## src/rtl/uart_pkg.sv

```systemverilog
// Shared UART definitions used by the transmitter and the receiver.
package uart_pkg;

  localparam int UART_DATA_W    = 8;
  localparam bit UART_PARITY_EN = 1'b0;

  typedef enum logic [2:0] {
    IDLE,
    START,
    DATA,
    PARITY,
    STOP
  } uart_tx_state_t;

  // Even parity: the parity bit makes the total count of ones even.
  function automatic logic even_parity(input logic [UART_DATA_W-1:0] d);
    return ^d;
  endfunction

endpackage

```

## src/rtl/uart_tx_fifo.sv

```systemverilog
// Synchronous transmit buffer. Ready is registered and only reflects occupancy,
// so a full buffer never accepts a byte even when a pop happens that cycle.
module uart_tx_fifo #(
  parameter int DEPTH = 4,
  parameter int W     = 8
) (
  input  logic                     clk,
  input  logic                     reset,
  input  logic                     i_push,
  input  logic [W-1:0]             i_din,
  input  logic                     i_pop,
  output logic [W-1:0]             o_dout,
  output logic [$clog2(DEPTH):0]   o_count,
  output logic                     o_ready
);
  localparam int AW = $clog2(DEPTH);
  localparam int CW = AW + 1;
  localparam logic [CW-1:0] DEPTH_C = CW'(DEPTH);

  logic [W-1:0]  r_mem [DEPTH];
  logic [AW-1:0] r_wptr;
  logic [AW-1:0] r_rptr;
  logic [CW-1:0] r_count;
  logic          r_ready;
  logic [CW-1:0] w_count_nxt;
  logic          w_push;
  logic          w_pop;

  assign w_push = i_push & r_ready;
  assign w_pop  = i_pop & (r_count != '0);

  always_comb begin
    w_count_nxt = r_count;
    if (w_push && !w_pop) begin
      w_count_nxt = r_count + CW'(1);
    end else if (!w_push && w_pop) begin
      w_count_nxt = r_count - CW'(1);
    end
  end

  // Pointers are exactly AW bits wide, so they wrap modulo DEPTH on their own.
  always_ff @(posedge clk or negedge reset) begin
    if (!reset) begin
      r_wptr  <= '0;
      r_rptr  <= '0;
      r_count <= '0;
      r_ready <= 1'b0;
    end else begin
      if (w_push) r_wptr <= r_wptr + AW'(1);
      if (w_pop)  r_rptr <= r_rptr + AW'(1);
      r_count <= w_count_nxt;
      r_ready <= (w_count_nxt < DEPTH_C);
    end
  end

  always_ff @(posedge clk) begin
    if (w_push) r_mem[r_wptr] <= i_din;
  end

  assign o_dout  = r_mem[r_rptr];
  assign o_count = r_count;
  assign o_ready = r_ready;

endmodule

```

## src/rtl/uart_tx.sv

```systemverilog
// UART transmitter: buffered bytes are framed as start bit, 8 data bits LSB
// first, optional even parity bit and one stop bit, back-to-back when queued.
module uart_tx
  import uart_pkg::*;
#(
  parameter int CLKS_PER_BIT = 868,
  parameter bit PARITY_EN    = UART_PARITY_EN,
  parameter int FIFO_DEPTH   = 4
) (
  input  logic                           clk,
  input  logic                           reset,
  input  logic [UART_DATA_W-1:0]         tx_data,
  input  logic                           tx_valid,
  output logic                           tx_ready,
  output logic                           tx,
  output logic                           tx_busy,
  output logic [$clog2(FIFO_DEPTH):0]    fifo_count,
  output uart_tx_state_t                 o_dbg_state
);
  localparam logic [15:0] LAST_CNT = 16'(CLKS_PER_BIT - 1);
  localparam logic [2:0]  LAST_BIT = 3'(UART_DATA_W - 1);

  uart_tx_state_t         r_state, w_state_nxt;
  logic [15:0]            r_cnt, w_cnt_nxt;
  logic [2:0]             r_bit_idx, w_bit_idx_nxt;
  logic [UART_DATA_W-1:0] r_shift, w_shift_nxt;
  logic                   r_parity, w_parity_nxt;
  logic                   r_tx, w_tx_nxt;
  logic                   w_pop;
  logic                   w_bit_done;
  logic                   w_fifo_nempty;
  logic [UART_DATA_W-1:0] w_fifo_dout;

  uart_tx_fifo #(
    .DEPTH (FIFO_DEPTH),
    .W     (UART_DATA_W)
  ) u_fifo (
    .clk     (clk),
    .reset   (reset),
    .i_push  (tx_valid),
    .i_din   (tx_data),
    .i_pop   (w_pop),
    .o_dout  (w_fifo_dout),
    .o_count (fifo_count),
    .o_ready (tx_ready)
  );

  assign w_fifo_nempty = (fifo_count != '0);
  assign w_bit_done    = (r_cnt == LAST_CNT);

  always_comb begin
    w_state_nxt   = r_state;
    w_cnt_nxt     = r_cnt + 16'd1;
    w_bit_idx_nxt = r_bit_idx;
    w_shift_nxt   = r_shift;
    w_parity_nxt  = r_parity;
    w_pop         = 1'b0;
    w_tx_nxt      = 1'b1;
    case (r_state)
      IDLE: begin
        w_cnt_nxt = '0;
        if (w_fifo_nempty) begin
          w_pop       = 1'b1;
          w_state_nxt = START;
        end
      end
      START: begin
        w_tx_nxt = 1'b0;
        if (w_bit_done) begin
          w_state_nxt   = DATA;
          w_cnt_nxt     = '0;
          w_bit_idx_nxt = '0;
        end
      end
      DATA: begin
        w_tx_nxt = r_shift[0];
        if (w_bit_done) begin
          w_cnt_nxt   = '0;
          w_shift_nxt = r_shift >> 1;
          if (r_bit_idx == LAST_BIT) begin
            w_state_nxt = PARITY_EN ? PARITY : STOP;
          end else begin
            w_bit_idx_nxt = r_bit_idx + 3'd1;
          end
        end
      end
      PARITY: begin
        w_tx_nxt = r_parity;
        if (w_bit_done) begin
          w_state_nxt = STOP;
          w_cnt_nxt   = '0;
        end
      end
      STOP: begin
        if (w_bit_done) begin
          w_cnt_nxt = '0;
          if (w_fifo_nempty) begin
            w_pop       = 1'b1;
            w_state_nxt = START;
          end else begin
            w_state_nxt = IDLE;
          end
        end
      end
      default: w_state_nxt = IDLE;
    endcase
    // Parity is taken from the popped byte, before shifting destroys it.
    if (w_pop) begin
      w_shift_nxt  = w_fifo_dout;
      w_parity_nxt = even_parity(w_fifo_dout);
    end
  end

  always_ff @(posedge clk or negedge reset) begin
    if (!reset) begin
      r_state   <= IDLE;
      r_cnt     <= '0;
      r_bit_idx <= '0;
      r_shift   <= '0;
      r_parity  <= 1'b0;
      r_tx      <= 1'b1;
    end else begin
      r_state   <= w_state_nxt;
      r_cnt     <= w_cnt_nxt;
      r_bit_idx <= w_bit_idx_nxt;
      r_shift   <= w_shift_nxt;
      r_parity  <= w_parity_nxt;
      r_tx      <= w_tx_nxt;
    end
  end

  assign tx          = r_tx;
  assign tx_busy     = (r_state != IDLE) | w_fifo_nempty;
  assign o_dbg_state = r_state;

endmodule

```

## config.mk

```make
export PLATFORM = sky130hd
export DESIGN_NAME = uart_tx
export DESIGN_NICKNAME = d
export VERILOG_FILES = /design/src/rtl/uart_pkg.sv /design/src/rtl/uart_tx_fifo.sv /design/src/rtl/uart_tx.sv
export SDC_FILE = /design/constraint.sdc
export NUM_CORES = 1
export LEC_CHECK = 0
export BUFFER_PORTS_ARGS = -buffer_cell sky130_fd_sc_hd__buf_2
export CAP_MARGIN = 15
export CORE_MARGIN = 2
export CORE_UTILIZATION = 50
export CTS_BUF_LIST = sky130_fd_sc_hd__clkbuf_4 sky130_fd_sc_hd__clkbuf_8 sky130_fd_sc_hd__clkbuf_16
export CTS_CLUSTER_SIZE = 24
export DETAILED_ROUTE_END_ITERATION = 10
export PLACE_DENSITY = 0.73
export SETUP_SLACK_MARGIN = 0.02
export SLEW_MARGIN = 10
export SYNTH_ARGS = -nofsm -noshare
export SYNTH_HDL_FRONTEND = slang
export SYNTH_SLANG_ARGS = --single-unit
```

## constraint.sdc

```tcl
create_clock -name clk -period 3.72 [get_ports clk]
set_input_delay 0.558 -clock clk [delete_from_list [all_inputs] [get_ports clk]]
set_output_delay 0.558 -clock clk [all_outputs]
set_load 0.05 [all_outputs]
```

Word level (Yosys, flattened, before mapping):

Memory sizes are Yosys's and may differ from the RTL's.
Cells that the tools add are included.

* bits in writable memories: 32
* memories kept: 1
* input bits: 11
* word-level logic and storage cells: 74
* flip-flop bits (word level): 40
* output and inout bits: 9

* reduce and logical (&&, ||, !) cells: 15
* $add $sub $neg: 6
* $lt $le $gt $ge: 1
* bitwise logic cells: 3
* eq/ne operators: 13
* muxes and demuxes: 25

Memories
* u_fifo.r_mem: depth 4, bits a word 8, rd ports 1, clocked after Yosys merged registers in 0, write ports 1, RTL line uart_tx_fifo.sv:20 `logic [W-1:0] r_mem [DEPTH];`

Operator list (count)
* two-way mux 3 bit: 11
* one-hot mux 16 bit (2 select lines): 1
* two-way mux 8 bit: 3
* adder 16 x 1 -> 16 bit, second input constant: 1
* equality test 16 x 10 -> 1 bit, second input constant: 1
* two-way mux 16 bit: 1
* one-hot mux 3 bit (5 select lines): 1
* != test 2 bit, second input constant: 7
* XOR reduction 8 bit: 1
* adder 3 x 1 -> 3 bit, second input constant: 2
* equality test 3 x 2 -> 1 bit, second input constant: 2
* equality test 3 bit, second input constant: 2
* one-hot mux 3 bit (2 select lines): 1
* AND reduction 6 bit: 1
* nonzero test 2 bit: 3
* nonzero test 3 bit: 2
* two-way mux 1 bit: 5
* adder 2 x 1 -> 2 bit, second input constant: 2
* AND reduction 4 bit: 1
* OR reduction 4 bit: 1
* equality test 3 x 1 -> 1 bit, second input constant: 1
* zero test 3 bit: 1
* < comparator 3 bit, second input constant: 1
* one-hot mux 1 bit (3 select lines): 1
* 7 further kinds: 10

Logic depth before layout (Yosys ltp):

* word-level depth: 9
* depth in mapped cells: 13
* gate-level depth less buffers: 11

Hierarchy:

Synthesis repeated with hierarchy kept, for this count alone.

* cells, all modules: 279
* area, all modules: 3462.1 µm²

Modules (own cells, without submodules)
* uart_tx: cells an instance 183, times used 1, area each 1785.5 µm²
* uart_tx_fifo: cells an instance 96, times used 1, area each 1676.6 µm²

Worst setup path after synthesis:

No wires, ideal clock.

* kind: register to register
* from: reg u_fifo.r_count[0], in the netlist u_fifo.o_count[0]
* to: reg with a tool-made name
* period minus slack after synthesis: 2539 ps
* arrival: 2413 ps
* cell stages (with the launch flop): 14
* slack: 1181 ps
* path through: dfrtp_1 > inv_1 > ha_1 > nand2b_1 > nand2_1 > a21oi_2 > buf_4 > buf_6 > inv_1 > ha_1 > nor3_1 > a21oi_1 > nor3b_1 > a221o_1

RTL lines
* from (decl): RTL line uart_tx_fifo.sv:23 `logic [CW-1:0] r_count;`
* from (signal assigned): RTL line uart_tx_fifo.sv:51 `r_count <= w_count_nxt;`

==> out/results.tsv <==
stage	metric	value	unit
synth	Simple-Gate Fraction of Synth Area	0.1409	
clock_tree	CTS root buf	clkbuf_8	
layout	area grow syn2layout	9.706	%
route	antenna viol nets, final	0	
placed_design	Final HPWL DP	3689	um
setup_path	crit path from	r_cnt[0]	
route	post-DR vias/cell	5.423	
sta	worst hold slack	0.3302	ns
clock_tree	Max clock buf depth	2	
power	PwrDens	755.4	mW/mm2
clock_tree	post-CTS sizing	0	
placed_design	Cell Area, Placed	0.003451	mm2
clock_tree	clk sinks	72	
layout	cell area after layout	0.003635	mm2
clock_tree	H-tree levels	3	
route	DR WL/cell	14.71	um
synth	Post-synth ARST share	0.5556	
setup_path	R2R depth	11	
layout	layout cell share with drive strength beyond 1	0.1661	
clock_tree	Hold Buf Count CTS	0	
floorplanning	Initial Util	0.5188	
synth	Yosys cell types	42	
synth	Post-synth EDFFs	32	
layout	Layout Nets	307	
floorplanning	Vert. Die Dim	85.40	um
synth	Syn Std Cell Area	0.003313	mm2
sta	normalized max-slew margin	0.4061	
placed_design	IO buf count	19	
synth	multiplexer share of the synthesized area	0.07251	
route	Vias	1985	
sta	RSZ-0062 raised after global routing	false	
floorplanning	Die X	85.40	um
global_route	total gr overflow	0	
layout	Antenna Cells	0	
sta	post-route minimum period	2.642	ns
placed_design	Placer Congestion	0.7671	
floorplanning	Die Footprint	0.007293	mm2
floorplanning	core area	0.006386	mm2
synth	Synthesized Nets	285	
sta	final count of hold timing violations	0	
clock_tree	Clk pin slew, worst setup/hold paths	0.08	ns
synth	register bit total from synthesis	72	
layout	Fillers	523	
global_route	largest net degree at the start of global routing	41	
sta	TNS Setup	0	ns
setup_path	worst r2r src	r_cnt[0]	
sta	Worst Tran Pin Value	0.8908	ns
synth	main combinational cell family by area after synthesis	simple AND/OR/NAND/NOR gates	
route	Pre-antenna DRT Iters	4	
route	DR iter-0 viols	95	
clock_tree	Skew-Pair Late Insertion Delay	0.34	ns
synth	top_reg_cell synth	dfrtp_1	
sta	fin. max-slew vios	0	
power	worst vdd ir	0.4315	mV
global_route	Tot GR Track Use	0.1656	
clock_tree	CTS Buf Count	9	
synth	Post-Synth Adder-Cell Area	0.04834	
sta	final worst-path cycle share	0.7103	
synth	cell count after synthesis	262	
placed_design	dpl ws	1.115	ns
power	leakage power	0.001503	uW
sta	# setup viols final	0	
global_route	vias in the first global route	1940	
setup_path	CP endpoint kind	flop	
job	number of max-cap violations	0	
synth	syn_area_per_cell	12.65	um2
synth	sequential fraction of the synthesis area	0.5925	
route	# DRC	0	
floorplanning	I/O Pins	20	
global_route	first-pass GRT wire length	9266	um
setup_path	CP Max Fanout	21	
global_route	initial antenna violation count	0	
hold_path	Worst Hold Class	in2async	
setup_path	Setup crit start kind	flop	
synth	XOR/XNOR share of the synthesized area	0.06609	
sta	FMAX	378.4	MHz
clock_tree	CTS tree	yes	
synth	compound-gate portion of the synthesized area	0.05211	
floorplanning	Core Rows	29	
route	final wirelength	5384	um
clock_tree	number of setup buffers added after CTS	0	
outcome	status	completed	
setup_path	FF-to-FF setup slack	1.08	ns
sta	worst-case clock skew	0.006203	ns
setup_path	Critical Setup Path Class	reg2reg	
setup_path	CP arrival	2.88	ns
synth	synth warn	0	
sta	Final Worst Setup Slack	1.078	ns
setup_path	WP data required	3.95	ns
## routing by layer
| metal | wire, um | GRT usage |
|---|---|---|
| met1 | 2554 | 0.2189 |
| met4 | 79 | 0.05772 |
| met2 | 2609 | 0.2550 |
| met5 | 0 | 0 |
| met3 | 141 | 0.05934 |
## cells in the final DEF, fill, tap and decap left out, drive strengths merged, types with 2 or more instances in the layout
cell and count:
a21oi 5, edfxtp 32, xor2 11, and2 3, and3 5, buf 20
o21ai 13, ha 12, nor3 4, xnor2 14, nor4 3, nand2 26
a21o 3, nand4 4, a22o 2, mux2i 6, nand3 9, nand2b 5
nor3b 2, nor4b 2, clkbuf 9, and4 4, inv 13, nor2 23
mux4 8, dfrtp 39
## logic make-up (layout without fill, tap and decap cells)
family | count (synthesis) | count (layout)
and+or+nand+nor | 93 | 93
DFF | 72 | 72
AOI/OAI and AO/OA | 28 | 28
xor gates and xnor gates | 25 | 25
buffers and inverters | 17 | 44
muxes | 14 | 14
adders and majority gates | 13 | 13
## state kept, by name (all words and copies together) (netlist names), named ones only
| name | count |
|---|---|
| u_fifo.r_mem | 32 |
| r_cnt | 16 |
| r_shift | 8 |
| o_dbg_state | 3 |
| r_bit_idx | 3 |
| u_fifo.o_count | 2 |
| u_fifo.r_rptr | 2 |
| u_fifo.r_wptr | 2 |
| r_parity | 1 |
| tx | 1 |
| u_fifo.o_ready | 1 |
## how the worst min path moves through the flow
| stage | from | endpoint | slack, ns | cells past startpoint |
|---|---|---|---|---|
| 6_report | reset | r_cnt[14] | 0.33 | 1 |
| 3_5_place_dp | r_shift[6] | r_shift[6] | 0.47 | 1 |
| 5_1_grt | reset | r_cnt[8] | 0.39 | 1 |
| 3_3_place_gp | r_shift[6] | r_shift[6] | 0.46 | 1 |
| 4_1_cts | reset | r_cnt[12] | 0.36 | 1 |
| 2_1_floorplan | reset | asynchronous set/reset pin | 0.26 | 0 |
## per-stage QoR
| stage | total power, uW | utilization | cells |
|---|---|---|---|
| final | 2746 | 0.5692 | 366 |
| after global routing | 2928 | 0.5692 | 366 |
| after CTS | 2772 | 0.5692 | 366 |
| after detailed placement | 2185 | 0.5404 | 350 |
| after global placement | 2163 | 0.5404 | 350 |
| after floorplan | 1998 | - | 262 |
## synthesized netlist by cell type (2+ instances only)
library cell,number,share of area
dfrtp_1,39,0.29
edfxtp_1,32,0.29
nand2_1,26,0.029
nor2_1,23,0.026
xnor2_1,14,0.037
ha_1,12,0.045
o21ai_0,12,0.018
xor2_1,11,0.029
nand3_1,9,0.014
inv_1,8,0.0091
mux4_2,8,0.054
mux2i_1,6,0.018
and3_1,5,0.0094
nand2b_1,5,0.0094
a21oi_1,4,0.0060
and4_1,4,0.011
nand4_1,4,0.0076
nor3_1,4,0.0060
a21o_1,3,0.0068
and2_1,3,0.0057
nor4_1,3,0.0057
a22o_1,2,0.0053
buf_2,2,0.0030
buf_4,2,0.0045
buf_6,2,0.0068
clkbuf_2,2,0.0030
nor3b_1,2,0.0045
## cell type report
type                    count  area (um2)  area share
multi-input cells         173        1259      0.3463
flip-flops and latches     72        1963      0.5401
clock buffers               9       123.9     0.03408
inverters                   8       30.03    0.008262
well taps                  77       96.34     0.02651
repair buffers             20       102.6     0.02823
clock inverters             7       60.06     0.01652
## critical path: stages, from the launching register on
cell     delay (ns)
dfrtp_1        0.39
ha_1           0.24
nor4b_2        0.22
nand4_1        0.24
a21oi_2        0.19
buf_4          0.23
inv_1          0.07
ha_1           0.39
nor3_1         0.07
a21oi_1        0.14
nor3b_1        0.07
a221o_1        0.26
## where the power goes
part	internal, uW	switching, uW	total, uW	leakage, uW
registers	1040	173	1210	0.000804
clock network	255	324	579	0.0000916
logic	423	534	956	0.000607
(Power assumes the default switching activity.)
